### src/rtl/axi4_pkg.sv
// Shared AXI4 master definitions: FSM states, response codes, 4 KB page mask.
package axi4_pkg;

    typedef enum logic [2:0] {
        IDLE,
        AW,
        W,
        B,
        AR,
        R,
        ERR
    } axi_state_t;

    localparam logic [1:0]  OKAY          = 2'b00;
    localparam logic [1:0]  SLVERR        = 2'b10;

    // Byte offset within a 4 KB page; bursts must not step past MASK+1.
    localparam logic [31:0] BOUNDARY_MASK = 32'h0000_0FFF;

    // Worst-of-two response, used to fold per-beat read responses.
    function automatic logic [1:0] resp_max(input logic [1:0] a, input logic [1:0] b);
        return (a > b) ? a : b;
    endfunction

endpackage

### src/rtl/axi4_master.sv
// Single-outstanding AXI4 burst master: user command/beat streams to AXI4 channels.
module axi4_master
    import axi4_pkg::*;
#(
    parameter int DATA_WIDTH = 32,
    parameter int ADDR_WIDTH = 16
) (
    input  logic                  ACLK,
    input  logic                  ARESETn,

    input  logic                  cmd_valid,
    output logic                  cmd_ready,
    input  logic                  cmd_write,
    input  logic [ADDR_WIDTH-1:0] cmd_addr,
    input  logic [7:0]            cmd_len,
    input  logic [2:0]            cmd_size,

    input  logic                  wr_valid,
    output logic                  wr_ready,
    input  logic [DATA_WIDTH-1:0] wr_data,

    output logic                  rd_valid,
    input  logic                  rd_ready,
    output logic [DATA_WIDTH-1:0] rd_data,
    output logic                  rd_last,

    output logic                  done,
    output logic [1:0]            resp,

    output logic [ADDR_WIDTH-1:0] AWADDR,
    output logic [7:0]            AWLEN,
    output logic [2:0]            AWSIZE,
    output logic                  AWVALID,
    input  logic                  AWREADY,

    output logic [DATA_WIDTH-1:0] WDATA,
    output logic                  WLAST,
    output logic                  WVALID,
    input  logic                  WREADY,

    input  logic [1:0]            BRESP,
    input  logic                  BVALID,
    output logic                  BREADY,

    output logic [ADDR_WIDTH-1:0] ARADDR,
    output logic [7:0]            ARLEN,
    output logic [2:0]            ARSIZE,
    output logic                  ARVALID,
    input  logic                  ARREADY,

    input  logic [DATA_WIDTH-1:0] RDATA,
    input  logic [1:0]            RRESP,
    input  logic                  RLAST,
    input  logic                  RVALID,
    output logic                  RREADY
);

    localparam logic [2:0] MAX_SIZE = 3'($clog2(DATA_WIDTH / 8));

    axi_state_t            state;
    logic [ADDR_WIDTH-1:0] addr_q;
    logic [7:0]            len_q;
    logic [2:0]            size_q;
    logic [7:0]            beat_cnt;
    logic                  proto_err;

    logic                  size_bad;
    logic                  page_cross;
    logic [31:0]           page_off;
    logic [31:0]           burst_bytes;
    logic                  w_hs;
    logic                  r_hs;

    // Command legality: transfer size must fit the bus, burst must stay in one 4 KB page
    always_comb begin
        page_off    = 32'(cmd_addr) & BOUNDARY_MASK;
        burst_bytes = (32'(cmd_len) + 32'd1) << cmd_size;
        size_bad    = cmd_size > MAX_SIZE;
        page_cross  = (page_off + burst_bytes) > (BOUNDARY_MASK + 32'd1);
    end

    // Address channels share one set of burst registers; only one is ever valid
    assign AWADDR   = addr_q;
    assign AWLEN    = len_q;
    assign AWSIZE   = size_q;
    assign ARADDR   = addr_q;
    assign ARLEN    = len_q;
    assign ARSIZE   = size_q;

    // Data channels are combinational pass-throughs gated by the active state
    assign WVALID   = (state == W) && wr_valid;
    assign wr_ready = (state == W) && WREADY;
    assign WDATA    = wr_data;
    assign WLAST    = (state == W) && (beat_cnt == len_q);
    assign RREADY   = (state == R) && rd_ready;
    assign rd_valid = (state == R) && RVALID;
    assign rd_data  = RDATA;
    assign rd_last  = (state == R) && RLAST;

    assign w_hs     = WVALID && WREADY;
    assign r_hs     = RVALID && RREADY;

    // Burst sequencing FSM with registered handshake and status outputs
    always_ff @(posedge ACLK) begin
        if (!ARESETn) begin
            state     <= IDLE;
            cmd_ready <= 1'b0;
            AWVALID   <= 1'b0;
            ARVALID   <= 1'b0;
            BREADY    <= 1'b0;
            done      <= 1'b0;
            resp      <= OKAY;
            beat_cnt  <= '0;
            addr_q    <= '0;
            len_q     <= '0;
            size_q    <= '0;
            proto_err <= 1'b0;
        end else begin
            done <= 1'b0;
            case (state)
                IDLE: begin
                    // cmd_ready is held low for the cycle in which done pulses
                    if (cmd_ready && cmd_valid) begin
                        cmd_ready <= 1'b0;
                        addr_q    <= cmd_addr;
                        len_q     <= cmd_len;
                        size_q    <= cmd_size;
                        beat_cnt  <= '0;
                        resp      <= OKAY;
                        proto_err <= 1'b0;
                        if (size_bad || page_cross) begin
                            state <= ERR;
                        end else if (cmd_write) begin
                            state   <= AW;
                            AWVALID <= 1'b1;
                        end else begin
                            state   <= AR;
                            ARVALID <= 1'b1;
                        end
                    end else begin
                        cmd_ready <= 1'b1;
                    end
                end
                AW: begin
                    if (AWREADY) begin
                        AWVALID <= 1'b0;
                        state   <= W;
                    end
                end
                W: begin
                    if (w_hs) begin
                        beat_cnt <= beat_cnt + 8'd1;
                        if (WLAST) begin
                            state  <= B;
                            BREADY <= 1'b1;
                        end
                    end
                end
                B: begin
                    if (BVALID) begin
                        BREADY <= 1'b0;
                        resp   <= BRESP;
                        done   <= 1'b1;
                        state  <= IDLE;
                    end
                end
                AR: begin
                    if (ARREADY) begin
                        ARVALID <= 1'b0;
                        state   <= R;
                    end
                end
                R: begin
                    if (r_hs) begin
                        beat_cnt <= beat_cnt + 8'd1;
                        // Missing RLAST is remembered so a late RLAST still ends as SLVERR
                        if (beat_cnt == len_q && !RLAST) begin
                            proto_err <= 1'b1;
                        end
                        if (RLAST) begin
                            done  <= 1'b1;
                            state <= IDLE;
                            resp  <= (proto_err || beat_cnt != len_q) ? SLVERR
                                                                      : resp_max(resp, RRESP);
                        end else begin
                            resp  <= resp_max(resp, RRESP);
                        end
                    end
                end
                ERR: begin
                    resp  <= SLVERR;
                    done  <= 1'b1;
                    state <= IDLE;
                end
                default: state <= IDLE;
            endcase
        end
    end

endmodule

### config.mk
export PLATFORM = sky130hd
export DESIGN_NAME = axi4_master
export DESIGN_NICKNAME = d
export VERILOG_FILES = /design/src/rtl/axi4_pkg.sv /design/src/rtl/axi4_master.sv
export SDC_FILE = /design/constraint.sdc
export NUM_CORES = 1
export LEC_CHECK = 0
export CAP_MARGIN = 20
export CORE_UTILIZATION = 30
export CTS_BUF_LIST = sky130_fd_sc_hd__clkbuf_16
export DETAILED_ROUTE_END_ITERATION = 6
export DONT_BUFFER_PORTS = 1
export HOLD_SLACK_MARGIN = 0.02
export REMOVE_ABC_BUFFERS = 1
export SLEW_MARGIN = 20
export SYNTH_ARGS = -nofsm -noshare
export SYNTH_HDL_FRONTEND = slang
export SYNTH_SLANG_ARGS = --single-unit
### constraint.sdc
create_clock -name ACLK -period 3.98 [get_ports ACLK]
set_input_delay 0 -clock ACLK [delete_from_list [all_inputs] [get_ports ACLK]]
set_output_delay 0 -clock ACLK [all_outputs]
set_load 0.01 [all_outputs]
==> impl_results.md, run 1 <==
- Area growth syn-to-layout: 15.2%
- CTS Sinks: 46
- Post-CTS Resized: 0
- Worst Path Required: 4.17 ns
- Total Power: 0.00194 W
- IO buf count: 0
- Setup TNS Final: 0 ns
- Vias in the first global route: 3,573
- Status: completed
- Min Tclk post-route: 3.10 ns
- PwrDens: 423 nW/um2
- Routability cong.: 0.883
- Worst Tran Pin Value: 0.716 ns
- Max VDD drop: 0.156 mV
- I/O pins: 238
- Die Y: 117 um
- Mapped Cells: 530
- R2R Path Start: ARLEN[5]
- Initial DRC count: 386
- Syn_area_per_cell: 7.50 um2
- P_leak: 1.76 nW
- Initial DRT Pass Iterations: 6
- RSZ-0062 raised after global routing: no
- Setup bufs post-CTS: 0
- Worst Reg2Reg Path Length in Cells: 8
- CP arrival: 3.29 ns
- Die ar.: 13,700 um2
- Fin crit share: 77.9%
- Min-Delay Path Class: input port to flop
- DR vias: 3,795
- Proportion of layout cells with a drive suffix above 1: 4.93%
- Synth unique cells: 59
- Reg2reg setup slack: 1.34 ns
- H-tree level count: 2
- Synth Register Bits: 46
- Worst setup path class: input port to flop
- Clk buf depth: 2
- Placed insts: 590
- Post-Route Utilization: 35.8%
- Ys async rst share: 0%
- Critical R2R Capture: proto_err
- Top_reg_cell synth: dfxtp_1
- Root Driver: clkbuf_16
- Critical path launch point type: input port
- Die W: 117 um
- Worst setup EP type: flop
- Seq/Total Area, Yosys: 23.2%
- Grt ovf: 0
- Antenna violations before repair: 12
- Fmax achieved: 323 MHz
- Fin. Hold Viols: 0
- Cell area after synthesis: 3980 um2
- Vias/cell: 5.35
- Hpwl dp: 12,000 um
- Post-DRT Antenna Nets: 0
- CORE AREA: 12,800 um2
- Routed wire length: 15,900 um
- Wire per inst: 22.4 um
- Max cap viols: 0
- Worst-skew pair later-pin latency: 0.29 ns
- Post-layout nets: 652
- Tot GR Track Use: 23.0%
- Crit path to: state[2]
- Initial core utilization: 31.1%
- Crit Path Max Fanout: 8
- Global-route wire length before repair: 22,700 um
- Final Max Tran Viols: 0
- CTS tree: built
- Post-synth EDFFs: 0
- Total CTS buffers: 5
- Non-Filler Instances: 710
- Max-slew headroom: 52.2%
- Residual DRC: 0
- Largest net degree at the start of global routing: 30
- Synth warn: 0
- CP Launch Point: cmd_len[0]
- Clock-pin transition on the worst setup and hold timing paths: 0.06 ns
- Setup Viol. Count Final: 0
- Worst min-delay path startpoint: cmd_size[0]
- Cell row count: 41
- Layout Skew: 0.00561 ns
-- critical path: stages --
cell and delay [ns]:
ha_1 0.21, and2_1 0.23, nor2b_1 0.17, a22o_1 0.18, a311oi_1 0.37, mux2_2 0.24
nor2_1 0.04, a21oi_1 0.12, ha_1 0.31, nand2_1 0.10, o21ai_2 0.10, a2111oi_4 0.35
o22ai_2 0.15, o31ai_2 0.31, nand3_1 0.15, a41o_1 0.25
-- power by group --
group	switching (W)	internal, W
Clock	0.000195	0.000233
Sequential	0.000166	0.000534
Combinational	0.000485	0.000323
Total	0.000846	0.00109
-- worst min-delay path by stage --
stage / cells past startpoint / slack (ns) / to
floorplan: 0 / 0 / WDATA[0]
global placement: 0 / 0.00007 / rd_data[13]
detailed placement: 0 / 0.00007 / rd_data[13]
CTS: 3 / 0.02 / AWVALID
global route: 2 / 0.04 / beat_cnt[7]
finish: 3 / 0.01 / ARVALID
-- Yosys cell counts (all sizes together), types with 3 or more instances --
master,n,area (um2)
o22ai,3,25.0
mux2,4,45.0
clkbuf,17,93.8
inv,13,48.8
a31oi,6,37.5
nor4,3,18.8
nor3,9,45.0
a21o,4,30.0
dfxtp,46,921
nand2b,4,25.0
or3,6,37.5
ha,18,225
nand2,91,342
nor2b,4,25.0
nand3,9,45.0
a21oi,57,297
o21ai,19,98.9
a311oi,4,35.0
o211ai,6,45.0
xor2,18,158
and3,8,51.3
and2,6,37.5
nor2,28,105
mux2i,6,60.1
nand4,8,50.1
buf,97,719
a211oi,3,22.5
xnor2,4,35.0
-- placed cells by master (no fill, tap or decap), types with 4 or more instances in the layout --
| cell type | Yosys | final |
|---|---|---|
| inv_1 | 13 | 13 |
| and2_1 | 6 | 6 |
| ha_1 | 18 | 18 |
| nor2_1 | 28 | 28 |
| and3_1 | 7 | 6 |
| nand2b_1 | 4 | 4 |
| dlygate4sd3_1 | 0 | 101 |
| diode_2 | 0 | 11 |
| mux2_2 | 4 | 4 |
| a21oi_1 | 54 | 54 |
| nand4_1 | 8 | 8 |
| nand2_1 | 91 | 91 |
| dfxtp_1 | 46 | 46 |
| o21ai_0 | 16 | 16 |
| a31oi_1 | 6 | 6 |
| nand3_1 | 9 | 9 |
| xor2_1 | 18 | 18 |
| clkbuf_16 | 0 | 5 |
| or3_1 | 6 | 6 |
| nor2b_1 | 4 | 4 |
| xnor2_1 | 4 | 4 |
| a311oi_1 | 4 | 4 |
| a21o_1 | 4 | 4 |
| nor3_1 | 9 | 9 |
| o211ai_1 | 6 | 6 |
| mux2i_1 | 6 | 6 |
-- cells by family after synthesis --
| group | synth area share, % |
|---|---|
| DFF | 23.2 |
| AOI/OAI and AO/OA | 20.9 |
| adders and majority gates | 6.17 |
| and+or+nand+nor | 20.5 |
| buffers and inverters | 21.8 |
| xor gates and xnor gates | 4.85 |
| muxes | 2.64 |
-- per-layer routing --
layer  up-vias  global-route usage, %  share of wire [%]
met2       206                   32.6                 41
li1       1763                      -                  -
met3        27                   13.6                 16
met5         -                      0              0.082
met1      1797                   29.7                 42
met4         2                   5.15                1.6
-- state kept, by name, indices dropped and copies added, names as in the netlist, 2 cells and up --
| name | count |
|---|---|
| ARADDR | 16 |
| ARSIZE | 3 |
| state | 3 |
| ARLEN | 8 |
| resp | 2 |
| beat_cnt | 8 |
-- metrics by stage --
stage | instance area [um2] | hold slack [ns] | setup WS (ns)
floorplan | 3160 | 0 | 0.986
detailed placement | 3390 | 0.0000749 | 0.648
global placement | 3390 | 0.0000749 | 0.773
global route | 4570 | 0.0415 | 0.657
CTS | 4550 | 0.0242 | 0.946
finish | 4580 | 0.0135 | 0.880
-- cell type report --
type / count / area, um2
antenna: 11 / 27.5
clock buffer: 5 / 125
clock inverter: 3 / 21.3
fill: 1311 / 8200
inverter: 14 / 52.6
multi-input combinational: 356 / 2190
sequential: 46 / 921
tap: 172 / 215
timing repair buffer: 103 / 1030
-- what timing repair did --
action                                  in CTS  in global routing
hold endpoints to repair                   101                  0
hold buffers                               101                  0
endpoints found under the setup margin       0                  0
Note: power is estimated with default switching activity, not from simulation.
==> inputs of run 2 (changes only) <==
clock period = 3.05 ns   (was 3.98 ns; I/O delays follow)
==> run 2 against run 1 <==
  * Setup slack got worse by 0.71 ns
  * Utilization rose by 0.96 points
  * Register-to-register slack got worse by 0.98 ns
  * Sequential cell count did not move
  * Hold slack improved by 0.021 ns
  * Critical path depth rose by 1
  * Clock skew rose by 0.0037 ns
  * Sequential share of layout area fell by 0.52 points
  * First-iteration DRC count rose by 9.3%
  * Largest power group unchanged
==> impl_results.md, run 2 (synthesis results as in run 1) <==
- CP arrival: 3.06 ns (-0.23 ns)
- Worst setup EP type: flop
- PwrDens: 548 nW/um2 (+30%)
- Wire per inst: 22.0 um (-1.7%)
- Clk buf depth: 2 (unchanged)
- Worst-skew pair later-pin latency: 0.29 ns (about the same)
- WP buf/inv: 1 (+1)
- Fin. Hold Viols: 0 (unchanged)
- Die W: 117 um (unchanged)
- CTS Sinks: 46 (unchanged)
- Fin crit share: 94.3%
- Post-DRT Antenna Nets: 0 (unchanged)
- Max-slew headroom: 54.8% (+2.6 points)
- P_leak: 1.83 nW (+3.6%)
- Post-Route Utilization: 36.8% (+0.96 points)
- Total CTS buffers: 5 (unchanged)
- Layout Skew: 0.00927 ns (+0.00366 ns)
- Worst Path Required: 3.24 ns (-0.93 ns)
- CORE AREA: 12,800 um2 (unchanged)
- Antenna violations before repair: 15 (+3)
- Status: completed
- Min Tclk post-route: 2.88 ns
- Setup Viol. Count Final: 0 (unchanged)
- Post-layout nets: 663 (+1.7%)
- CP max stage cell: ha_1
- Final Max Tran Viols: 0 (unchanged)
- Critical path launch point type: input port
- Final WS setup: 0.173 ns (-0.707 ns)
- Routability cong.: 0.853 (-3.4%)
- Initial DRC count: 422 (+9.3%)
- Grt ovf: 0 (unchanged)
- Area growth syn-to-layout: 18.3%
- Residual DRC: 0 (unchanged)
- Flip-flop and latch area: 921 um2 (unchanged)
- DP Worst Slack: -0.225 ns (-0.873 ns)
- Tot GR Track Use: 22.6% (-0.43 points)
- Clock-pin transition on the worst setup and hold timing paths: 0.07 ns (about the same)
- Worst Tran Pin Value: 0.677 ns (-0.0388 ns)
- Fmax achieved: 348 MHz
- Largest delay contributor family on the critical path: compound AO/OA/AOI/OAI gates
- Hold_ws: 0.0350 ns (+0.0215 ns)
- Setup bufs post-CTS: 0 (unchanged)
- Cell row count: 41 (unchanged)
- Hpwl dp: 12,100 um (+0.62%)
- Area occupied by multi-input gates: 2220 um2 (+1.4%)
- Die Y: 117 um (unchanged)
- Largest net degree at the start of global routing: 33 (+10%)
- Max VDD drop: 0.220 mV (+41%)
- Vias in the first global route: 3,648 (+2.1%)
- Max FFs per register: 16 (unchanged)
- Cells along the critical path: ha_1 > and2_4 > nor2b_1 > a22o_1 > a311oi_2 > mux2_2 > nor2_1 > a21oi_1 > ha_1 > buf_4 > o21ai_0 > a21oi_2 > a21oi_1 > nand3b_1 > o31ai_2 > nand3_1 > a41o_1
- Vias/cell: 5.37 (+0.40%)
- Root Driver: clkbuf_16
- Initial DRT Pass Iterations: 5 (-1)
- Max cap viols: 0 (unchanged)
- Most common cell after layout, fill and taps aside: dlygate4sd3_1
- Worst setup path class: input port to flop
- Die ar.: 13,700 um2 (unchanged)
- Crit Path Max Fanout: 8 (unchanged)
- Initial core utilization: 31.1% (unchanged)
- Proportion of layout cells with a drive suffix above 1: 7.99% (+3.1 points)
- IO buf count: 0 (unchanged)
- DR vias: 3,864 (+1.8%)
- Fillcell total: 1,320 (+0.69%)
- Global-route wire length before repair: 22,400 um (-1.4%)
- H-tree level count: 2 (unchanged)
- Routed wire length: 15,800 um (-0.30%)
- Highest-count cells in the layout ignoring fill and taps: 101 x dlygate4sd3_1, 91 x nand2_1, 51 x a21oi_1, 46 x dfxtp_1, 28 x nor2_1
- Min-Delay Path Class: input port to flop
- Largest stage delay, worst path: 0.38 ns (about the same)
- I/O pins: 238 (unchanged)
- CTS tree: built
run 2: cell count changes in the layout (fill, tap and decap cells not counted), sizes merged:
| cell | delta |
|---|---|
| buf | +11 |
| diode | -1 |
run 2: what timing repair did:
| action | CTS | global route |
|---|---|---|
| endpoints found under the setup margin | 0 | 4 |
| hold endpoints to repair | 101 | 0 |
| gates resized for setup | 0 | 8 |
| hold buffers | 101 | 0 |
run 2: path summary, 6_finish.rpt:
path	endpoint	cells after the start	from	slack, ns
worst min register to register	beat_cnt[7]	2	beat_cnt[7]	0.50
worst min-delay path	AWVALID	3	AWREADY	0.03
worst max register to register	proto_err	7	state[1]	0.36
worst max-delay path	state[2]	17	cmd_len[0]	0.17
run 2: metal layers:
metal  vias to the layer above  share of wire, %  routed length, um  GRT usage, %
li1                       1786                 -                  -             -
met1                      1805                42               6710          28.7
met2                       219                40               6300          31.4
met3                        44                15               2360          14.0
met4                        10               2.6                414          6.41
met5                         -              0.44                 69             0
run 2: where the power goes:
group          switching, W  internal [W]
Combinational      0.000654      0.000454
Clock              0.000249      0.000304
Sequential         0.000217      0.000697
Total               0.00112       0.00146
run 2: per-stage QoR:
step / TNS (ns) / area [um2] / std cells / total power [W]
after floorplan: 0 / 3160 / 416 / 0.00158
after detailed placement: -0.597 / 3490 / 601 / 0.00186
after CTS: 0 / 4640 / 710 / 0.00257
after global routing: -0.0601 / 4690 / 717 / 0.00277
final: 0 / 4700 / 720 / 0.00258
after global placement: -0.0785 / 3490 / 601 / 0.00184
run 2: layout make-up:
| cell class | instances | share of cell area [%] |
|---|---|---|
| multi-input combinational | 356 | 47.2 |
| timing repair buffer | 114 | 23.8 |
| sequential | 46 | 19.6 |
| tap | 172 | 4.58 |
| clock buffer | 5 | 2.66 |
| inverter | 14 | 1.12 |
| antenna | 10 | 0.532 |
| clock inverter | 3 | 0.452 |
run 2: tightest hold or removal path, cell delays in order:
cell,delay (ns)
inv_1,0.07
o311ai_0,0.13
o21ai_0,0.08
